**config.mk**
```make
export PLATFORM = sky130hd
export DESIGN_NAME = uart_rx_fifo_flat
export DESIGN_NICKNAME = d
export VERILOG_FILES = /design/src/rtl/uart_rx_fifo_if.sv /design/src/rtl/uart_rx_fifo.sv /design/src/flat_wrapper.sv
export SDC_FILE = /design/constraint.sdc
export NUM_CORES = 1
export LEC_CHECK = 0
export CAP_MARGIN = 30
export CORE_MARGIN = 5
export CORE_UTILIZATION = 45
export CTS_BUF_LIST = sky130_fd_sc_hd__clkbuf_4 sky130_fd_sc_hd__clkbuf_8
export CTS_CLUSTER_SIZE = 12
export DETAILED_ROUTE_END_ITERATION = 6
export GPL_ROUTABILITY_DRIVEN = 0
export GPL_TIMING_DRIVEN = 0
export SYNTH_ARGS = -nofsm -noshare
export SYNTH_HDL_FRONTEND = slang
export SYNTH_SLANG_ARGS = --single-unit
```
**constraint.sdc**
```tcl
create_clock -name clk_i -period 3.3 [get_ports clk_i]
set_input_delay 0.495 -clock clk_i [delete_from_list [all_inputs] [get_ports clk_i]]
set_output_delay 0.495 -clock clk_i [all_outputs]
set_load 0.05 [all_outputs]
```
**src/rtl/uart_rx_fifo_if.sv**
```systemverilog
`default_nettype none
// ---------------------------------------------------------------------------
// uart_rx_fifo_if : byte-ingress and FWFT-egress bundle of the UART RX buffer
// Rev 1.0
// ---------------------------------------------------------------------------
interface uart_rx_fifo_if;
  logic [7:0] din;
  logic       din_valid;
  logic       din_perr;
  logic [7:0] dout;
  logic       dout_perr;
  logic       dout_valid;
  logic       dout_ready;

  modport master (
    output din, din_valid, din_perr, dout_ready,
    input  dout, dout_perr, dout_valid
  );

  modport slave (
    input  din, din_valid, din_perr, dout_ready,
    output dout, dout_perr, dout_valid
  );
endinterface
`default_nettype wire

```
**src/rtl/uart_rx_fifo.sv**
```systemverilog
`default_nettype none
// ---------------------------------------------------------------------------
// uart_rx_fifo : first-word-fall-through byte buffer behind a UART receiver,
//                with parity tag, sticky overrun and RTS flow control
// Rev 1.0
// ---------------------------------------------------------------------------
module uart_rx_fifo #(
  parameter int DEPTH     = 16,
  parameter int AF_LEVEL  = 12,
  parameter int DROP_PERR = 0
) (
  input  wire logic                       clk_i,
  input  wire logic                       rst_ni,
  uart_rx_fifo_if.slave                   bus,
  input  wire logic                       clr_overrun_i,
  output logic [$clog2(DEPTH+1)-1:0]      count_o,
  output logic                            full_o,
  output logic                            overrun_o,
  output logic                            rts_n_o
);

  localparam int c_AW = $clog2(DEPTH);
  localparam int c_CW = $clog2(DEPTH + 1);
  localparam logic [c_CW-1:0] c_DEPTH = c_CW'(DEPTH);
  localparam logic [c_CW-1:0] c_AF    = c_CW'(AF_LEVEL);

  logic [8:0]      mem_q [DEPTH];
  logic [c_AW-1:0] wptr_q, rptr_q;
  logic [c_CW-1:0] count_q, count_d;
  logic            overrun_q, overrun_d;
  logic            rts_n_q;
  logic            w_push, w_pop, w_drop, w_lost, w_full, w_valid;
  logic [8:0]      w_head;

  assign w_full  = (count_q == c_DEPTH);
  assign w_valid = (count_q != '0);
  assign w_drop  = (DROP_PERR != 0) && bus.din_perr;
  assign w_pop   = w_valid && bus.dout_ready;
  assign w_push  = bus.din_valid && (!w_full || w_pop) && !w_drop;
  // A full queue accepts a byte only when the head leaves in the same cycle
  assign w_lost  = bus.din_valid && w_full && !w_pop && !w_drop;

  always_comb begin
    count_d = count_q;
    case ({w_push, w_pop})
      2'b10:   count_d = count_q + c_CW'(1);
      2'b01:   count_d = count_q - c_CW'(1);
      default: count_d = count_q;
    endcase
  end

  always_comb begin
    overrun_d = overrun_q;
    if (clr_overrun_i) overrun_d = 1'b0;
    if (w_lost)        overrun_d = 1'b1;
  end

  always_ff @(posedge clk_i or negedge rst_ni) begin
    if (!rst_ni) begin
      wptr_q    <= '0;
      rptr_q    <= '0;
      count_q   <= '0;
      overrun_q <= 1'b0;
      rts_n_q   <= 1'b0;
    end else begin
      if (w_push) wptr_q <= wptr_q + c_AW'(1);
      if (w_pop)  rptr_q <= rptr_q + c_AW'(1);
      count_q   <= count_d;
      overrun_q <= overrun_d;
      rts_n_q   <= (count_d >= c_AF);
    end
  end

  always_ff @(posedge clk_i) begin
    if (w_push) mem_q[wptr_q] <= {bus.din_perr, bus.din};
  end

  assign w_head         = mem_q[rptr_q];
  assign bus.dout       = w_valid ? w_head[7:0] : 8'h00;
  assign bus.dout_perr  = w_valid ? w_head[8]   : 1'b0;
  assign bus.dout_valid = w_valid;
  assign count_o        = count_q;
  assign full_o         = w_full;
  assign overrun_o      = overrun_q;
  assign rts_n_o        = rts_n_q;

endmodule
`default_nettype wire

```
**src/flat_wrapper.sv**
```systemverilog
// flat-port wrapper written by rule: the top's interface ports become plain ports
module uart_rx_fifo_flat 
#(
  parameter int DEPTH     = 16,
  parameter int AF_LEVEL  = 12,
  parameter int DROP_PERR = 0
)
  (clk_i, rst_ni, clr_overrun_i, count_o, full_o, overrun_o, rts_n_o, bus_din, bus_din_valid, bus_din_perr, bus_dout_ready, bus_dout, bus_dout_perr, bus_dout_valid);
  uart_rx_fifo_if bus_i ();
  input  wire logic clk_i;
  input  wire logic rst_ni;
  input  wire logic clr_overrun_i;
  output logic [$clog2(DEPTH+1)-1:0] count_o;
  output logic full_o;
  output logic overrun_o;
  output logic rts_n_o;
  input wire logic [$bits(bus_i.din)-1:0] bus_din;
  input wire logic [$bits(bus_i.din_valid)-1:0] bus_din_valid;
  input wire logic [$bits(bus_i.din_perr)-1:0] bus_din_perr;
  input wire logic [$bits(bus_i.dout_ready)-1:0] bus_dout_ready;
  output wire logic [$bits(bus_i.dout)-1:0] bus_dout;
  output wire logic [$bits(bus_i.dout_perr)-1:0] bus_dout_perr;
  output wire logic [$bits(bus_i.dout_valid)-1:0] bus_dout_valid;
  assign bus_i.din = bus_din;
  assign bus_i.din_valid = bus_din_valid;
  assign bus_i.din_perr = bus_din_perr;
  assign bus_i.dout_ready = bus_dout_ready;
  assign bus_dout = bus_i.dout;
  assign bus_dout_perr = bus_i.dout_perr;
  assign bus_dout_valid = bus_i.dout_valid;
  uart_rx_fifo #(.DEPTH(DEPTH), .AF_LEVEL(AF_LEVEL), .DROP_PERR(DROP_PERR)) u_core (.clk_i(clk_i), .rst_ni(rst_ni), .bus(bus_i), .clr_overrun_i(clr_overrun_i), .count_o(count_o), .full_o(full_o), .overrun_o(overrun_o), .rts_n_o(rts_n_o));
endmodule
```
==> key figures, run 1 <==
Run status
  • Status: finished, final reports clean

Setup path
  • Max Fanout on Critical Path: 10
  • Crit Path Class: reg2out
  • Required time worst endpoint: 2800 ps
  • Data arrival time of the critical path: about 2600 ps
  • Crit. End Element: output port
  • Startpoint type of the worst setup path: flip-flop
  • Critical Path Start: u_core.rptr_q[0]$_DFFE_PN0N_
  • FF-to-FF Start: u_core.count_o[0]$_DFF_PN0_

Finish
  • Layout Utilization: 0.5224
  • Cell Count, Final, Fillers Out: 577
  • Synth-to-layout area growth: 14.97%
  • Final antenna diode count: 0
  • # nets final: 403
  • Layout cells sized above 1: 0.2392

Timing
  • RSZ-0062 raised after global routing: false
  • Worst-Margin Slew: around 940 ps
  • Clock Skews: 10.15 ps
  • Max-slew violations: 0
  • Tmin final: about 3100 ps
  • Period utilization: 0.9493
  • Hold slack: 466.5 ps
  • Max Freq: 0.3192 GHz
  • Setup slack after layout: 167.4 ps
  • Setup violations, final: 0
  • Slew HR: 0.3703
  • Final hold vios: 0

Routing
  • DR vias: 3,190
  • First DRT Iteration DRCs: 255
  • Routed WL per cell: 21.10 um
  • DRC violation count after routing: 0
  • TritonRoute pass-1 iters: 4
  • Post-route ant nets: 0
  • Routed WL: 12.18 mm
  • Vias per std cell: 5.529

Clock tree
  • Sink Count: 159
  • Root Buffer: clkbuf_8
  • Hold_buf cts: 0
  • CTS buffer count: 17
  • TritonCTS clock tree: done
  • Clock transition at path regs: 80 ps
  • H-Tree Depth: 4
  • Clock Tree Buf Depth: 2
  • # Post-CTS Setup Buffers: 0
  • Latest clock arrival within the worst-skew pair: 450 ps

Power
  • Internal power: 4.481 mW
  • Pwr Density: 922.9 mW/mm^2
  • Net Switching: approximately 2.5 mW
  • Flop pwr share: 0.374
  • Pleak: 2.508 nW
  • Maximum vdd drop: around 0.00031 V
  • Clock power frac: 0.236
  • Sw frac: 0.3556
  • Comb power frac: 0.390

Synth
  • Post-synth top cells: edfxtp_1, mux4_2, nor2_1, dfrtp_1
  • Yosys top cell by area: edfxtp_1
  • Async S/R FF share, synth: 0.09434
  • Most frequent cell after synthesis: edfxtp_1
  • Synth Instances: 331
  • Sequential area share after synthesis: 0.7171
  • Mapped cell area: between 0.006 and 0.007 mm^2
  • Synth warnings: 0
  • Main synth FF type: edfxtp_1
  • Post-synth EDFFs: 144
  • Syn_nets: 354
  • Area share of the largest cell type after synthesis: 0.6598
  • Syn Area/Cell: 19.80 um^2
  • Yosys cell types: 41
  • Synth top area cells: edfxtp_1, mux4_2, dfrtp_1
  • #FFs+latches synth: 159

Global route
  • GRT Util Overall: 0.1567
  • Total grt overflow: 0
  • Vias in the first global route: 3,255
  • Largest net degree at the start of global routing: 17
  • First-pass GRT wire length: 19.19 mm
  • Initial antenna violation count: 0

Floorplanning
  • Die height: 130.7 um
  • I/O pins: 32
  • Core outline area: 0.01442 mm^2
  • Initial core utilization: 0.4544
  • Die width: 130.7 um
  • FP Rows: 44
  • Die area: 0.01708 mm^2

Placement
  • Pre-CTS WS: -189.9 ps
  • Inst Count DP: between 500 and 600
  • Detailed placement HPWL: 8.287 mm
  • Port Buf Inserts: 30

Flow run
  • Max-cap viol count: 0

Hold path
  • Hold Crit Class: in2async
==> final timing paths <==
path | endpoint | slack (ps) | cells past startpoint
worst max-delay path | bus_dout[2] | 170 | 6
worst min-delay path | u_core.overrun_o$_DFFE_PN0P_ | 470 | 1
worst max register to register | u_core.rts_n_o$_DFF_PN0_ | 550 | 8
worst min register to register | u_core.overrun_o$_DFFE_PN0P_ | 530 | 2
max in group asynchronous | u_core.rptr_q[3]$_DFFE_PN0N_ | 2380 | 1
min in group clk_i | u_core.overrun_o$_DFFE_PN0P_ | 530 | 2
==> per-layer routing <==
| layer | part of all wire | wire (um) | track usage | vias to the layer above |
|---|---|---|---|---|
| met5 | 0 | 0 | 0 | - |
| met2 | 0.45 | 5446 | 0.2285 | 69 |
| met1 | 0.50 | 6075 | 0.2294 | 1674 |
| met3 | 0.040 | 487 | 0.04228 | 15 |
| met4 | 0.014 | 167 | 0.05626 | 0 |
| li1 | - | - | - | 1432 |
==> worst max-delay path, stage by stage (launching register included) <==
cell     delay (ps)
dfrtp_1         420
buf_6           210
buf_12          170
mux4_2          520
mux4_2          480
and2_1          180
buf_2           210
==> power groups by stage <==
stage	Clock, mW	Sequential (mW)	Combinational (mW)
2_1_floorplan	0	2.74	1.92
6_report	1.64	2.60	2.71
3_5_place_dp	0	2.65	2.84
4_1_cts	1.68	2.60	2.80
5_1_grt	1.77	2.63	2.90
3_3_place_gp	0	2.63	2.82
==> logic make-up after synthesis <==
kind of cell | after synthesis | synth area share
DFF | 159 | 0.7171
AOI/OAI and AO/OA | 21 | 0.02253
muxes | 46 | 0.1609
adders and majority gates | 9 | 0.01833
and+or+nand+nor | 61 | 0.04811
buffers and inverters | 27 | 0.02234
xor gates and xnor gates | 8 | 0.01069
==> flip-flops by register name, indices dropped and copies added (netlist names) <==
name / cells
u_core.mem_q: 144
u_core.wptr_q: 4
u_core.rptr_q: 4
u_core.overrun_o: 1
u_core.rts_n_o: 1
u_core.count_o: 5
==> final cells by class <==
type,count,area [um^2]
Multi-Input combinational cell,145,1728
Clock inverter,15,231.5
Tap cell,184,230.2
Clock buffer,17,234.0
Inverter,12,45.04
Sequential cell,159,4700
Fill cell,1172,6889
Buffer,15,111.4
Timing Repair Buffer,30,255.2
==> placed cells by master (no fill, tap or decap), types with 3 or more instances in the layout <==
cell type / count
mux4_1: 8
nand2_1: 12
o21ai_0: 3
nand3_1: 3
nor2_1: 19
clkbuf_1: 5
inv_6: 3
bufinv_16: 5
a21oi_1: 5
mux4_2: 37
clkbuf_8: 17
nor3_2: 4
buf_2: 11
buf_4: 3
xnor2_1: 6
inv_1: 12
ha_1: 8
dfrtp_1: 15
clkdlybuf4s50_1: 21
nand2b_1: 5
edfxtp_1: 144
and2_1: 10
==> through the flow <==
| stage | power (mW) | TNS, ps | instance area (um^2) |
|---|---|---|---|
| after detailed placement | 5.492 | -1499 | 7104 |
| final | 6.954 | 0 | 7535 |
| after floorplan | 4.660 | 0 | 6554 |
| after CTS | 7.087 | -17.66 | 7572 |
| after global placement | 5.449 | -16440 | 7084 |
| after global routing | 7.296 | 0 | 7535 |
==> what timing repair did <==
action,4_1_cts,5_1_grt
pin swaps,0,0
endpoints found under the setup margin,9,6
resized for setup,38,13
endpoints found under the hold margin,0,0
Note: power is estimated with default switching activity, not from simulation.
==> run 2, diff against run 1 <==
- PLACE_DENSITY_LB_ADDON: default -> 0.25
==> run 2 against run 1 <==
Effect of this change:
- non-clock buffer count is 1 higher
- clock power down 7%
- design area is 0.43% lower
- die area did not move
- utilization decreased by 0.23 points
- critical path depth did not move
- critical endpoint is now bus_dout[1]
==> key figures, run 2 (synthesis gave the netlist of run 1 again) <==
Setup path
  • Reg2Reg Depth: 9
  • Crit Path Class: reg2out
  • Worst path cell trace: buf_6 -> buf_12 -> mux4_2 -> mux4_2 -> and2_1 -> buf_2
  • Critical Path Most Common Cell: mux4_2
  • FF-to-FF Start: u_core.count_o[2]$_DFF_PN0_
  • Max Fanout on Critical Path: 10
  • Crit path largest cell delay: 520 ps
  • Data arrival time of the critical path: 2650 ps
  • R2r endpoint: u_core.rts_n_o$_DFF_PN0_
  • Required time worst endpoint: 2800 ps
  • Crit. End Element: output port
  • Slowest-stage cell, CP: mux4_2
  • Reg2Reg Setup Slack: 510 ps
  • Startpoint type of the worst setup path: flip-flop

Routing
  • DR vias: 3,195
  • First DRT Iteration DRCs: 239
  • Vias per std cell: 5.537
  • Post-route ant nets: 0
  • Routed WL per cell: approximately 21 um
  • DRC violation count after routing: 0
  • Routed WL: 12.13 mm
  • TritonRoute pass-1 iters: 5

Timing
  • RSZ-0062 raised after global routing: false
  • Tmin final: 3149 ps
  • Setup violations, final: 0
  • Max Freq: 0.3176 GHz
  • Clock Skews: 10.24 ps
  • Max-slew violations: 0
  • Period utilization: 0.9542
  • Slew HR: 0.3631
  • Final hold vios: 0
  • Setup slack after layout: 151.3 ps
  • Worst-Margin Slew: 951.8 ps
  • Post-route setup TNS: 0 ps

Clock tree
  • H-Tree Depth: 4
  • Latest clock arrival within the worst-skew pair: approximately 450 ps
  • Clock Tree Buf Depth: 2
  • Root Buffer: clkbuf_8
  • TritonCTS clock tree: done
  • CTS buffer count: 17
  • Sink Count: around 160
  • Clock transition at path regs: 80 ps
  • # Post-CTS Setup Buffers: 0

Floorplanning
  • Die area: 0.01708 mm^2
  • Die height: 130.7 um
  • I/O pins: 32
  • FP Rows: 44
  • Initial core utilization: 0.4544
  • Core outline area: 0.01442 mm^2
  • Die width: 130.7 um

Finish
  • Most common cell after layout, fill and taps aside: edfxtp_1
  • Final antenna diode count: 0
  • Fillers: between 1,000 and 1,500
  • # nets final: roughly 400
  • Most frequent cells in the layout: edfxtp_1, mux4_2, clkdlybuf4s50_1
  • Area taken by multi-input logic gates: 0.001728 mm^2
  • Biggest register: u_core.mem_q
  • Layout cells sized above 1: 0.2392
  • Layout Utilization: 0.5201
  • Register area: 0.004700 mm^2
  • Number of flip-flops in the largest register: approximately 140
  • Synth-to-layout area growth: 14.47%

Power
  • Maximum vdd drop: about 0.00026 V
  • Design Power: 6.848 mW
  • Pwr Density: 912.8 mW/mm^2
  • Pleak: approximately 2.5 nW

Global route
  • Total grt overflow: 0
  • Vias in the first global route: 3,283
  • Largest net degree at the start of global routing: 17
  • GRT Util Overall: 0.1558
  • First-pass GRT wire length: 19.18 mm
  • Initial antenna violation count: 0

Placement
  • Port Buf Inserts: 30
  • Pre-CTS WS: -196.4 ps
  • Detailed placement HPWL: 8.165 mm

Flow run
  • Max-cap viol count: 0

Run status
  • Status: finished, final reports clean

Hold path
  • Hold Crit Class: in2async
-- run 2: final cells by class --
cell class,instances,share of cell area
Timing Repair Buffer,31,0.03502
Multi-Input combinational cell,145,0.2303
Sequential cell,159,0.6264
Tap cell,184,0.03069
Buffer,15,0.01484
Clock buffer,18,0.03219
Clock inverter,13,0.02452
Inverter,12,0.006004
-- run 2: critical path, delay by kind of cell, from the launching register on --
family,cells,cell delay (ps)
mux,2,1010
buf+inv,3,590
flops,1,420
simple gates,1,180
-- run 2: metrics by stage --
step	area (um^2)	hold slack, ps	std cells
after floorplan	6554	199.4	331
after global placement	7084	513.2	545
after detailed placement	7104	525.3	545
after CTS	7545	469.3	576
after global routing	7502	529.2	577
final	7502	485.0	577
-- run 2: repair_timing --
item,in CTS,in global routing
gates resized for setup,34,16
setup endpoints to repair,9,8
hold buffers,0,0
-- run 2: worst max-delay path by stage --
stage	from	endpoint	cells after the start	slack, ps
floorplan	u_core.count_o[0]$_DFF_PN0_	u_core.rts_n_o$_DFF_PN0_	9	600
global placement	bus_dout_ready	u_core.mem_q[3][2]$_DFFE_PP_	6	-390
detailed placement	u_core.rptr_q[1]$_DFFE_PN0N_	bus_dout[1]	6	-200
CTS	u_core.rptr_q[0]$_DFFE_PN0N_	bus_dout[1]	6	-20
global route	u_core.rptr_q[0]$_DFFE_PN0N_	bus_dout[1]	6	50
finish	u_core.rptr_q[0]$_DFFE_PN0N_	bus_dout[1]	6	150
-- run 2: routing by layer --
| metal | part of all wire | up-vias | routed length (um) | track usage |
|---|---|---|---|---|
| li1 | - | 1438 | - | - |
| met1 | 0.47 | 1676 | 5734 | 0.2269 |
| met2 | 0.47 | 70 | 5697 | 0.2339 |
| met3 | 0.044 | 11 | 534 | 0.03333 |
| met4 | 0.013 | 0 | 159 | 0.05808 |
| met5 | 0 | - | 0 | 0 |
-- run 2: power by group --
group | internal (mW) | switching, mW | total [mW]
clock | 0.832 | 0.700 | 1.53
sequential | 2.47 | 0.132 | 2.60
combinational | 1.10 | 1.61 | 2.72
total | 4.40 | 2.45 | 6.85
==> run 3, diff against run 2 <==
- clock period: 3.3 -> 4.1 ns (I/O delays scaled with it)
==> run 3 against run 2 <==
Effect of this change:
- utilization is 0.25 points higher
- largest cell class unchanged
- final cell count stayed put
- clock power is 19% lower
- via count is 0.41% higher
- global-route usage stayed put
- critical path depth is 1 lower
- flip-flop and latch count stayed put
- largest power group unchanged
- non-clock buffer count stayed put
- register-to-register slack better by 800 ps
- worst setup slack better by 140 ps
==> key figures, run 3 (synthesis gave the netlist of run 1 again) <==
Power
  • Pleak: around 2.5 nW
  • Design Power: between 5 and 6 mW
  • Maximum vdd drop: 0.0002189 V
  • Flop pwr share: 0.373
  • Clock power frac: 0.221
  • Comb power frac: 0.406
  • Sw frac: 0.3528
  • Net Switching: 1.978 mW
  • Pwr Density: 743.5 mW/mm^2
  • Internal power: 3.627 mW

Floorplanning
  • FP Rows: 44
  • Die width: 130.7 um
  • Core outline area: between 0.01 and 0.015 mm^2
  • Die height: between 100 and 150 um
  • Initial core utilization: 0.4544
  • Die area: 0.01708 mm^2
  • I/O pins: 32

Setup path
  • Crit path largest cell delay: 690 ps
  • FF-to-FF Start: u_core.count_o[2]$_DFF_PN0_
  • Worst path cell trace: buf_2 -> mux4_2 -> mux4_2 -> and2_1 -> clkdlybuf4s50_1
  • Critical Path Most Common Cell: mux4_2
  • Reg2Reg Setup Slack: 1310 ps
  • Critical Path Sink: bus_dout[1]
  • R2r endpoint: u_core.rts_n_o$_DFF_PN0_
  • Required time worst endpoint: 3480 ps
  • Slowest-stage cell, CP: clkdlybuf4s50_1
  • Crit. End Element: output port
  • Reg2Reg Depth: 9
  • Critical Path Start: u_core.rptr_q[0]$_DFFE_PN0N_
  • Buf/Inv on CP: 2
  • Cell class contributing the biggest share of worst-path delay: multiplexers
  • Startpoint type of the worst setup path: flip-flop
  • Data arrival time of the critical path: 3200 ps
  • Crit Path Class: reg2out
  • Max Fanout on Critical Path: 10
  • WP depth: 5

Routing
  • Routed WL per cell: 21.06 um
  • Routed WL: 12.15 mm
  • First DRT Iteration DRCs: 247
  • DR vias: 3,208
  • TritonRoute pass-1 iters: 4
  • Vias per std cell: 5.560
  • DRC violation count after routing: 0
  • Post-route ant nets: 0

Clock tree
  • CTS buffer count: 17
  • Latest clock arrival within the worst-skew pair: 450 ps
  • Clock Tree Buf Depth: 2
  • H-Tree Depth: 4
  • TritonCTS clock tree: done
  • Root Buffer: clkbuf_8
  • Sink Count: approximately 160
  • Clock transition at path regs: 80 ps
  • Hold_buf cts: 0

Global route
  • First-pass GRT wire length: 19.18 mm
  • Initial antenna violation count: 0
  • Vias in the first global route: 3,283
  • Largest net degree at the start of global routing: 17
  • Met1 Resource Use GR: 0.2269
  • Busiest metal layer after global routing: met2
  • Total grt overflow: 0
  • Met3 usage: 0.03333
  • GRT Util Overall: 0.1558
  • Grt met2 use: 0.2339

Timing
  • Slew HR: 0.3597
  • Tmin final: 3813 ps
  • Max Freq: 0.2623 GHz
  • Period utilization: 0.9300
  • Worst-Margin Slew: between 900 and 1000 ps
  • Post-route setup TNS: 0 ps
  • Clock Skews: 9.951 ps
  • Max-slew violations: 0
  • Setup violations, final: 0
  • Final hold vios: 0
  • RSZ-0062 raised after global routing: false

Placement
  • Placement Cell Area: 0.007104 mm^2
  • Port Buf Inserts: 30
  • Inst Count DP: 545
  • Detailed placement HPWL: 8.165 mm

Finish
  • Biggest register: u_core.mem_q
  • Fillers: about 1,200
  • Number of flip-flops in the largest register: 144
  • Most common cell after layout, fill and taps aside: edfxtp_1
  • Cell Count, Final, Fillers Out: 577
  • Most frequent cells in the layout: edfxtp_1, mux4_2, clkdlybuf4s50_1
  • Synth-to-layout area growth: 15.02%
  • # nets final: ~400
  • Final antenna diode count: 0
  • Layout cells sized above 1: 0.2137
  • Fin area: approximately 0.0075 mm^2

Flow run
  • Max-cap viol count: 0

Run status
  • Status: finished, final reports clean

Hold path
  • Hold Crit Class: reg2reg
run 3: how the worst min path moves through the flow:
stage                                       startpoint                            to  slack (ps)  cells past startpoint
after global routing      u_core.overrun_o$_DFFE_PN0P_  u_core.overrun_o$_DFFE_PN0P_         580                      2
final                     u_core.overrun_o$_DFFE_PN0P_  u_core.overrun_o$_DFFE_PN0P_         530                      2
after floorplan                                 rst_ni   u_core.count_o[0]$_DFF_PN0_         320                      0
after CTS                 u_core.overrun_o$_DFFE_PN0P_  u_core.overrun_o$_DFFE_PN0P_         540                      2
after detailed placement  u_core.overrun_o$_DFFE_PN0P_  u_core.overrun_o$_DFFE_PN0P_         530                      2
after global placement    u_core.overrun_o$_DFFE_PN0P_  u_core.overrun_o$_DFFE_PN0P_         510                      2
run 3: layout make-up:
type                    instances  area [um^2]  area share
flip-flops and latches        159         4700      0.6234
multi-input cells             145         1728      0.2292
repair buffers                 31        307.8     0.04083
clock buffers                  18        241.5     0.03203
well taps                     184        230.2     0.03054
clock inverters                13        183.9     0.02440
plain buffers                  15        102.6     0.01361
inverters                      12        45.04    0.005975
run 3: power groups by stage:
stage	combinational [mW]	clock (mW)	sequential [mW]
6_report	2.28	1.24	2.09
5_1_grt	2.44	1.34	2.11
4_1_cts	2.30	1.26	2.09
3_5_place_dp	2.29	0	2.13
3_3_place_gp	2.25	0	2.12
2_1_floorplan	1.55	0	2.20
run 3: worst min-delay path, stage by stage (launching register included):
cell,delay [ps]
dfrtp_1,380
inv_1,50
o32ai_1,60
run 3: layer usage:
metal / part of all wire / wire length [um]
met1: 0.48 / 5876
met2: 0.47 / 5704
met3: 0.032 / 391
met4: 0.015 / 177
met5: 0 / 0
run 3: stage by stage:
step	util	setup slack (ps)	hold slack, ps
floorplan	-	1321	319.4
global placement	0.4912	292.5	513.2
detailed placement	0.4925	483.6	525.3
CTS	0.5221	222.9	539.4
global route	0.5226	125.6	578.5
finish	0.5226	286.9	533.6
run 3: what timing repair did:
| action | CTS | global route |
|---|---|---|
| gates resized for setup | 1 | 0 |
| endpoints found under the setup margin | 2 | 0 |
| buffers inserted | 0 | 0 |
